--- config.mk ---
export PLATFORM = sky130hd
export DESIGN_NAME = pipe_stage
export DESIGN_NICKNAME = d
export VERILOG_FILES = /design/src/rtl/pipe_stage.sv
export SDC_FILE = /design/constraint.sdc
export NUM_CORES = 1
export LEC_CHECK = 0
export CAP_MARGIN = 30
export CORE_UTILIZATION = 40
export CTS_CLUSTER_DIAMETER = 120
export DETAILED_ROUTE_END_ITERATION = 7
export PLACE_DENSITY_LB_ADDON = 0.2
export RECOVER_POWER = 50
export SYNTH_ARGS = -nofsm -noshare
export SYNTH_HDL_FRONTEND = slang
export SYNTH_SLANG_ARGS = --single-unit
--- constraint.sdc ---
create_clock -name clk -period 5.49 [get_ports clk]
set_input_delay 0.8235 -clock clk [delete_from_list [all_inputs] [get_ports clk]]
set_output_delay 0.8235 -clock clk [all_outputs]
set_load 0.01 [all_outputs]
--- src/rtl/pipe_stage.sv ---
// pipe_stage: elastic valid/ready pipeline register with a 2-entry skid
// buffer, synchronous flush and a saturating back-pressure counter.
// in_ready comes straight from a flop so no ready path crosses the stage.
module pipe_stage #(
    parameter int DATA_W = 38,
    parameter int CNT_W  = 16
) (
    input  logic              clk,
    input  logic              rst,
    input  logic              flush,
    input  logic              in_valid,
    output logic              in_ready,
    input  logic [DATA_W-1:0] in_data,
    output logic              out_valid,
    input  logic              out_ready,
    output logic [DATA_W-1:0] out_data,
    output logic [1:0]        occupancy,
    output logic [CNT_W-1:0]  stall_cnt,
    input  logic              stall_clr
);

    // State encoding is {main_v, skid_v}; 2'b01 is unreachable.
    typedef enum logic [1:0] {
        S_EMPTY = 2'b00,
        S_ONE   = 2'b10,
        S_TWO   = 2'b11
    } state_t;

    state_t            r_state;
    state_t            w_state_nxt;
    logic [DATA_W-1:0] r_main_d;
    logic [DATA_W-1:0] r_skid_d;
    logic              r_in_ready;
    logic [CNT_W-1:0]  r_stall_cnt;

    logic w_main_v;
    logic w_skid_v;
    logic w_acc;
    logic w_drn;
    logic w_ld_main_in;
    logic w_ld_main_skid;
    logic w_ld_skid;
    logic w_stall;

    assign w_main_v = r_state[1];
    assign w_skid_v = r_state[0];
    assign w_acc    = in_valid & r_in_ready;
    assign w_drn    = w_main_v & out_ready;
    assign w_stall  = w_main_v & ~out_ready & ~flush;

    assign in_ready  = r_in_ready;
    assign out_valid = w_main_v;
    assign out_data  = r_main_d;
    assign occupancy = {1'b0, w_main_v} + {1'b0, w_skid_v};
    assign stall_cnt = r_stall_cnt;

    // State register; ready tracks the next skid state so it is a pure flop
    // and is held low throughout reset.
    always_ff @(posedge clk or negedge rst) begin
        if (!rst) begin
            r_state    <= S_EMPTY;
            r_in_ready <= 1'b0;
        end else begin
            r_state    <= w_state_nxt;
            r_in_ready <= ~w_state_nxt[0];
        end
    end

    // Next state and data-load strobes; flush wins over every transition.
    always_comb begin
        w_state_nxt    = r_state;
        w_ld_main_in   = 1'b0;
        w_ld_main_skid = 1'b0;
        w_ld_skid      = 1'b0;
        if (flush) begin
            w_state_nxt = S_EMPTY;
        end else begin
            case (r_state)
                S_EMPTY: begin
                    if (w_acc) begin
                        w_ld_main_in = 1'b1;
                        w_state_nxt  = S_ONE;
                    end
                end
                S_ONE: begin
                    if (w_acc && w_drn) begin
                        w_ld_main_in = 1'b1;
                    end else if (w_acc) begin
                        w_ld_skid   = 1'b1;
                        w_state_nxt = S_TWO;
                    end else if (w_drn) begin
                        w_state_nxt = S_EMPTY;
                    end
                end
                S_TWO: begin
                    if (w_drn) begin
                        w_ld_main_skid = 1'b1;
                        w_state_nxt    = S_ONE;
                    end
                end
                default: w_state_nxt = S_EMPTY;
            endcase
        end
    end

    // Payload registers load only on the strobes above.
    always_ff @(posedge clk or negedge rst) begin
        if (!rst) begin
            r_main_d <= '0;
            r_skid_d <= '0;
        end else begin
            if (w_ld_main_in)
                r_main_d <= in_data;
            else if (w_ld_main_skid)
                r_main_d <= r_skid_d;
            if (w_ld_skid)
                r_skid_d <= in_data;
        end
    end

    // Saturating count of stalled cycles; clear has priority.
    always_ff @(posedge clk or negedge rst) begin
        if (!rst)
            r_stall_cnt <= '0;
        else if (stall_clr)
            r_stall_cnt <= '0;
        else if (w_stall && (r_stall_cnt != {CNT_W{1'b1}}))
            r_stall_cnt <= r_stall_cnt + 1'b1;
    end

endmodule

Word-level counts from Yosys, hierarchy flattened
Index checks and enable logic that the tools add are counted.

Eq/ne operators: 7. Bitwise operators: 7. Reduce and logical (&&, ||, !) cells: 6. Add/sub/neg operators: 2. Muxes and demuxes: 21.

Operators by type and width (number): $mux 38 (2); $mux 16 (2); $add 16x1->16 const B (1); $ne 16x16->1 const B (1); $mux 2 (6); $mux 1 (9); $ne 3x3->1 const B (3); $pmux 2 s3 (1); $and 1x1->1 (4); $eq 2x2->1 const B (2); $ne 4x4->1 const B (1); $reduce_and 4->1 (1); $reduce_bool 2->1 (2); $not 1->1 (3); $add 1x1->2 (1); $logic_and 1x1->1 (2); $logic_not 2->1 (1); $pmux 1 s2 (1).

Output and inout bits: 58. Flip-flop bits (word level): 95. Logic and storage cells: 49.

Longest topological paths before layout
Gate-level depths: netlist of the first run.

Word-level depth: 7. Mapped depth: 8. Gate-level depth less buffers: 6.

Least setup slack after synthesis of the first run
Ideal clock, no wire load.

Kind: input to register. Start: in flush. End: reg r_stall_cnt[11], in the netlist stall_cnt[11]. Buffers on the path: 1. Stages on the path: 5. Arrival: 2102 ps. Slack: 3310 ps. Path through: buf_6 nor3b_4 nand4_4 or4_1 a21oi_1.

Cells in the longest elaborated chain, start to end: 4.

Ends and longest elaborated chain: start, declared (RTL line 10) `input logic flush,`; $not 1->1 (RTL line 49) `assign w_stall = w_main_v & ~out_ready & ~flush;`; $and 1x1->1 (RTL line 49); $logic_and 1x1->1 (RTL line 127) `else if (w_stall && (r_stall_cnt != {CNT_W{1'b1}}))`; $reduce_bool 2->1 (no line); end signal, assigned (RTL line 128) `r_stall_cnt <= r_stall_cnt + 1'b1;`; end, declared (RTL line 34) `logic [CNT_W-1:0] r_stall_cnt;`.

No other way between the ends. A chain may end at the register's enable or synchronous reset.

==> metrics.txt, run 1 <==
status=finished with violations; failing checks=max-capacitance violations, max-slew violations; placed cell count=564; Critical Path End Type=async pin; antenna violations before repair=0; sequential cell area fraction in the yosys report=55.33%; area of the multi-input gates=0.001800 mm²; Post-synth ARST share=100.0%; Post-synth top cells=dfrtp_1, and2_1, a221o_1, mux2_2, a21oi_1; number of max-cap violations=2; Register Area=0.002377 mm²; average wire per standard cell=16.05 µm; EDFF count, synth=0; crit-path max FO=64; Seq cells post-synth=95; clock buffer depth=2; final clock skew=9.213 ps; Site Rows=37; DRC Markers=0; vias in the first global route=3,121; chip width=105.6 µm; mapped cell area=0.004297 mm²; Detailed Place HPWL=5975 µm; post-route ant nets=0; Finished Layout Cells=580; synth top area cells=dfrtp_1, mux2_2, a221o_1; synth unique cells=44; largest net degree at the start of global routing=65; RSZ-0062 raised after global routing=false; CTS tree=built; cells along the critical path=clkbuf_1 > clkbuf_2; Iteration-0 DRC Markers=112; # port buffers=101; Synth Instances=342; Vert. Die Dim=105.6 µm; first-pass GRT wire length=15,440 µm; worst path buffer plus inverter count=2; worst skew pair latency=360 ps; total I/O pin count=102; Final Hold Fails=0; Initial Utilization=41.43%; cell area after layout=0.005609 mm²; Peak VDD IR=0.0001516 V; Min-Delay Path Class=register to register; CP Launch Type=input pin; Final setup viols=0; antenna cells=0; Slew HR=-18.49%; Sink Count=95; proportion of layout cells with a drive suffix above 1=14.64%; CORE AREA=0.01037 mm²; clock transition at the registers of the reported paths=90 ps; Mean Syn Cell Area=12.56 µm²; Max Slew Vio Count=98; Worst path slowest cell=clkbuf_2; pwr dens=354.1 mW/mm²; post-placement cell area=0.005413 mm²; CTS root buf=clkbuf_8; count leader, synth=dfrtp_1; Slew @ Worst Pin=1777 ps; warnings from Yosys=0; Final TNS setup=0 ps; fin worst setup slack=2278 ps; Required @ worst endpoint=5700 ps; H-tree levels=3; DR pass1 iterations=4; Die ar.=0.01116 mm²; total power=1.986 mW; Crit path arrival time=3430 ps; postcts setup bufs=0; Yosys top cell by area=dfrtp_1; remaining global-route overflow=0; Routed WL=9311 µm; Final Cycle Share=58.51%; total number of vias=3,169; Area Overhead vs Synth=30.55%; Hold Slack=502.8 ps; GRT Util Overall=17.70%; min Tclk post-route=3212 ps; clock buffer count from CTS=9; Final #Nets=488; Hold Buf Count CTS=0; RePlAce Congestion=0.7696; WS Path Type=input pin to async pin; ys flop type=dfrtp_1; pre-CTS setup slack=2623 ps; max frequency=311.3 MHz; Filler Cell Count=945; syn nets=391; Post-CTS Resized=0; post-synth top area share=55.33%; Final Core Density=54.09%; kind of cell adding the most delay to the critical path=buffers and inverters; Static Leak=2.377 nW; vias per cell=5.464; slowest stage delay, CP=1320 ps
## layout by cell type (no fill, tap or decap), drive strengths merged, types with 3 or more instances in the layout
master | netlist | routed
ha | 5 | 5
mux2 | 39 | 39
nor2 | 4 | 4
nor2b | 3 | 3
and2 | 41 | 41
nand3 | 5 | 5
or4 | 7 | 7
nand2 | 7 | 7
a221o | 38 | 38
or3 | 7 | 7
inv | 5 | 7
clkbuf | 7 | 12
nand4 | 7 | 7
nand2b | 3 | 3
dlygate4sd3 | 0 | 27
a21oi | 17 | 17
o31ai | 8 | 8
and3 | 4 | 4
buf | 13 | 4
o21ai | 6 | 6
dfrtp | 95 | 95
clkdlybuf4s50 | 0 | 73
## metal layers
metal	global-route usage [%]	wire (µm)	vias to the layer above	part of all wire, %
met2	29.32	4490	78	48
met4	7.143	152	0	1.6
li1	-	-	1490	-
met1	22.41	4189	1590	45
met3	3.958	480	11	5.2
met5	0	0	-	0
## worst paths after layout
kind	from	endpoint	slack (ps)	cells after the start
min in group asynchronous	rst	stall_cnt[4]	920	1
hold reg to reg	r_skid_d[14]	out_data[14]	500	1
hold / removal	r_skid_d[14]	out_data[14]	500	1
setup / recovery	rst	out_data[25]	2280	2
max in group clk	r_state[1]	occupancy[0]	2880	3
setup reg to reg	stall_cnt[0]	stall_cnt[0]	3190	5
## report_power, final
part | internal (mW) | total (mW) | switching, mW
sequential | 0.907 | 1.02 | 0.112
combinational | 0.312 | 0.492 | 0.180
clock | 0.225 | 0.475 | 0.250
total | 1.44 | 1.99 | 0.542
## cell families after synthesis
kind of cell	synth area share (%)
adders and majority gates	1.689
buffers and inverters	3.029
AOI/OAI and AO/OA	14.53
muxes	10.45
DFF	55.33
and+or+nand+nor	14.97
## state kept, by name, summed over array words and instances (netlist names)
register,cells
out_data,38
r_skid_d,38
stall_cnt,16
r_state,2
in_ready,1
## final cells by class
cell class                      count  share of cell area [%]
Clock buffer                       10                   2.454
Clock inverter                      6                   1.160
Inverter                            5                  0.3346
Multi-Input combinational cell    222                   32.10
Sequential cell                    95                   42.38
Tap cell                          136                   3.034
Timing Repair Buffer              106                   18.54
Note: power is estimated with default switching activity, not from simulation.
==> inputs of run 2 (changes only) <==
- clock period: 5.49 -> 3.3 ns (I/O delays scaled with it)
==> run 2 against run 1 <==
Against the previous run: sequential power increased by 67%; via count decreased by 0.88%; largest power group unchanged; non-clock buffer count increased by 1; highest routed layer unchanged; clock power increased by 63%; the run still ends with max-capacitance violations, max-slew violations left.
==> metrics.txt, run 2 (same netlist as run 1, synthesis figures left out) <==
antenna cells=0; # port buffers=101; first-pass GRT wire length=15,520 µm; clock buffer depth=2; Worst path slowest cell=nor4_4; Required @ worst endpoint=3530 ps; clock transition at the registers of the reported paths=110 ps; Max Slew Vio Count=45; Slew HR=-54.33%; Final Cycle Share=70.22%; Final Hold Fails=0; Crit path arrival time=2540 ps; Die ar.=0.01116 mm²; Vert. Die Dim=105.6 µm; failing checks=max-capacitance violations, max-slew violations; CP Launch Type=register; remaining global-route overflow=0; max frequency=431.5 MHz; min Tclk post-route=2317 ps; Register Area=0.002377 mm²; total number of vias=3,141; worst setup path startpoint=stall_cnt[0]; total power=3.281 mW; placed cell count=565; switching share of power=27.46%; CTS tree=built; chip width=105.6 µm; commonest non-fill, non-tap cell in the layout=dfrtp_1; Iteration-0 DRC Markers=85; Power Internal=2.380 mW; Finished Layout Cells=580; number of max-cap violations=1; Seq pwr share=51.7%; status=finished with violations; Slew @ Worst Pin=2315 ps; slowest stage delay, CP=730 ps; Area Overhead vs Synth=30.58%; clock power share=23.5%; Final Core Density=54.10%; GRT Util Overall=17.52%; antenna violations before repair=0; most frequent cells in the layout=dfrtp_1, clkdlybuf4s50_1, and2_1; RePlAce Congestion=0.7734; cells along the critical path=ha_1 > nand4_1 > nor4_4 > nor2b_1 > mux2_1; Filler Cell Count=926; DR pass1 iterations=4; vias per cell=5.416; Routed WL=9220 µm; Peak VDD IR=0.0003131 V; Min-Delay Path Class=register to register; CTS root buf=clkbuf_8; vias in the first global route=3,105; WS Path Type=register to register; proportion of layout cells with a drive suffix above 1=14.64%; Detailed Place HPWL=6113 µm; Static Leak=2.383 nW; DRC Markers=0; final clock skew=12.26 ps; largest net degree at the start of global routing=45; Final setup viols=0; start of the worst register-to-register path=stall_cnt[0]; Initial Utilization=41.43%; RSZ-0062 raised after global routing=false; Comb power frac=24.8%; Psw=0.9009 mW; Final #Nets=489; clock buffer count from CTS=9; postcts setup bufs=0; post-route ant nets=0; crit-path max FO=17; CORE AREA=0.01037 mm²; Post-CTS Resized=0; Final TNS setup=0 ps; average wire per standard cell=15.90 µm; worst skew pair latency=350 ps; area of the multi-input gates=0.001800 mm²; Critical Path End Type=register; Hold Buf Count CTS=0; H-tree levels=3; Hold Crit Start=r_skid_d[24]; total I/O pin count=102; pwr dens=584.7 mW/mm²; Site Rows=37; Sink Count=95
## run 2: changes by cell type in the layout (fill, tap and decap cells not counted), sizes merged
| cell | change |
|---|---|
| dlygate4sd3 | +2 |
| buf | +2 |
| clkinv | +1 |
| clkinvlp | -1 |
| clkdlybuf4s50 | -2 |
| clkbuf | -2 |
## run 2: final cells by class
class,instances,share of cell area (%)
Sequential cell,95,42.37
Multi-Input combinational cell,222,32.09
Timing Repair Buffer,107,18.71
Tap cell,136,3.033
Clock buffer,9,2.208
Clock inverter,6,1.249
Inverter,5,0.3345
## run 2: power by group through the flow
stage,clock (mW),sequential [mW],combinational [mW]
2_1_floorplan,0,1.74,0.405
3_5_place_dp,0,1.72,0.865
6_report,0.772,1.70,0.814
4_1_cts,0.792,1.70,0.866
5_1_grt,0.840,1.74,0.893
3_3_place_gp,0,1.71,0.842
## run 2: worst max-delay path, delay by kind of cell (launching register included)
family,cells,cell delay [ps]
multiplexers,1,360
flip-flops,1,410
AND/OR/NAND/NOR,3,1190
adder cells (fa/ha/maj),1,250
## run 2: metrics by stage
stage               hold slack, ps  worst slack [ps]  instance area (µm²)
floorplan                    199.4              1369                 4297
global placement             477.7             785.4                 5420
detailed placement           486.6             740.0                 5420
CTS                          137.8             962.0                 5614
global route                 524.3             633.6                 5610
finish                       498.9             982.6                 5610
## run 2: routing by layer
metal / part of all wire (%) / track usage (%) / wire [µm] / vias to the layer above
li1: - / - / - / 1485
met1: 45 / 23.38 / 4191 / 1579
met2: 49 / 28.80 / 4496 / 71
met3: 4.9 / 3.649 / 450 / 6
met4: 0.87 / 5.060 / 80 / 0
met5: 0 / 0 / 0 / -
## run 2: worst paths after layout
kind                                       to  slack [ps]  depth (start not counted)
worst max-delay path             stall_cnt[0]         980                          5
worst min register to register   out_data[24]         500                          1
max in group asynchronous         out_data[9]        1070                          2
worst min-delay path             out_data[24]         500                          1
min in group asynchronous       stall_cnt[10]         830                          1
worst max register to register   stall_cnt[0]         980                          5
==> inputs of run 3 (changes only) <==
- clock period: 3.3 -> 1.9 ns (I/O delays scaled with it)
==> run 3 against run 2 <==
Against the previous run: the run now ends clean; via count increased by 4.6%; register-to-register slack got worse by 900 ps; count of clock-buffer cells in the layout increased by 1; non-clock buffer count increased by 29; fmax increased by 27%; first-iteration DRC count decreased by 8.2%; setup slack got worse by 900 ps; combinational power increased by 82%; power increased by 78%; sequential power increased by 74%; hold slack improved by 7.0 ps; cell count increased by 5.2%.
==> metrics.txt, run 3 (same netlist as run 1, synthesis figures left out) <==
GRT Util Overall=18.58%; Final Hold Fails=0; post-placement cell area=0.005649 mm²; final clock skew=15.26 ps; Final setup viols=0; WS Path Type=register to register; area of the multi-input gates=0.001837 mm²; antenna violations before repair=0; Vert. Die Dim=105.6 µm; chip width=105.6 µm; commonest non-fill, non-tap cell in the layout=dfrtp_1; Site Rows=37; remaining global-route overflow=0; proportion of layout cells with a drive suffix above 1=21.10%; largest net degree at the start of global routing=43; clock buffer depth=2; Sink Count=95; CORE AREA=0.01037 mm²; Required @ worst endpoint=2130 ps; Slew @ Worst Pin=1041 ps; Final Core Density=57.41%; Initial Utilization=41.43%; post-route ant nets=0; most frequent cells in the layout=dfrtp_1, clkdlybuf4s50_1, and2_1; vias per cell=5.384; vias in the first global route=3,311; clock buffer count from CTS=9; total power=5.844 mW; Min-Delay Path Class=register to register; Detailed Place HPWL=6456 µm; average wire per standard cell=17.12 µm; clock transition at the registers of the reported paths=100 ps; Slew HR=30.61%; pwr dens=981.6 mW/mm²; status=finished clean; min Tclk post-route=1818 ps; Iteration-0 DRC Markers=78; CP Launch Type=register; RSZ-0062 raised after global routing=true; CTS tree=built; crit-path max FO=38; Max Slew Vio Count=0; Final #Nets=518; Critical Path End Type=register; DR pass1 iterations=4; H-tree levels=3; total I/O pin count=102; Finished Layout Cells=610; worst skew pair latency=350 ps; Peak VDD IR=0.0006055 V; Die ar.=0.01116 mm²; first-pass GRT wire length=16,450 µm; Static Leak=2.559 nW; Crit path arrival time=2050 ps; total number of vias=3,284; Register Area=0.002379 mm²; number of max-cap violations=0; slowest stage delay, CP=380 ps; Routed WL=10,440 µm; Final Cycle Share=95.68%; CTS root buf=clkbuf_8; Area Overhead vs Synth=38.56%; DRC Markers=0; antenna cells=0; cells along the critical path=inv_1 > ha_4 > and3_4 > o21bai_1 > a21o_1 > buf_12 > a221o_1; max frequency=550.1 MHz; placed cell count=587; Filler Cell Count=888; cell area after layout=0.005953 mm²; RePlAce Congestion=0.8192; Worst path slowest cell=dfrtp_1; Final TNS setup=0 ps; # port buffers=101
==> run 3: final cells by class <==
class	count	area share [%]
sequential	95	39.95
multi-input combinational	222	30.85
timing repair buffer	136	22.45
tap	136	2.858
clock buffer	10	2.312
clock inverter	6	1.261
inverter	5	0.3153
==> run 3: routing by layer <==
metal	vias to the layer above	part of all wire, %	track usage [%]
met5	-	0	0
li1	1552	-	-
met1	1654	46	24.02
met3	8	4.2	4.082
met2	70	50	31.37
met4	0	0.75	5.060
==> run 3: path summary, 6_finish.rpt <==
path / start / end / slack, ps / cells past startpoint
worst max-delay path: r_state[0] / out_data[24] / 80 / 7
worst min-delay path: r_skid_d[7] / out_data[7] / 510 / 1
worst max register to register: r_state[0] / out_data[24] / 80 / 7
worst min register to register: r_skid_d[7] / out_data[7] / 510 / 1
max in group asynchronous: rst / r_skid_d[22] / 330 / 3
min in group asynchronous: rst / stall_cnt[8] / 640 / 2
==> run 3: where the power goes <==
group	internal [mW]	leakage [nW]	total, mW	switching, mW
sequential	2.62	1.19	2.95	0.328
clock	0.666	0.105	1.42	0.750
combinational	0.938	1.26	1.48	0.540
==> run 3: repair_timing <==
action	CTS	global route
gates resized for setup	4	9
hold endpoints to repair	37	0
hold buffers	1	0
endpoints found under the setup margin	39	48
buffers inserted	0	4
pin swaps	0	3
cloned	0	2
==> run 3: critical path, delay by kind of cell (launching register included) <==
kind,cells,cell delay (ps)
AOI/OAI and AO/OA,3,640
DFF,1,380
buffers and inverters,2,290
and+or+nand+nor,1,210
adders and majority gates,1,180
==> run 3: per-stage QoR <==
stage | hold WS [ps] | setup WS [ps]
3_3_place_gp | 314.7 | -76.72
6_report | 505.9 | 82.02
2_1_floorplan | -10.59 | 2.439
3_5_place_dp | 312.3 | -152.1
4_1_cts | 466.0 | 17.24
5_1_grt | 529.3 | -14.01
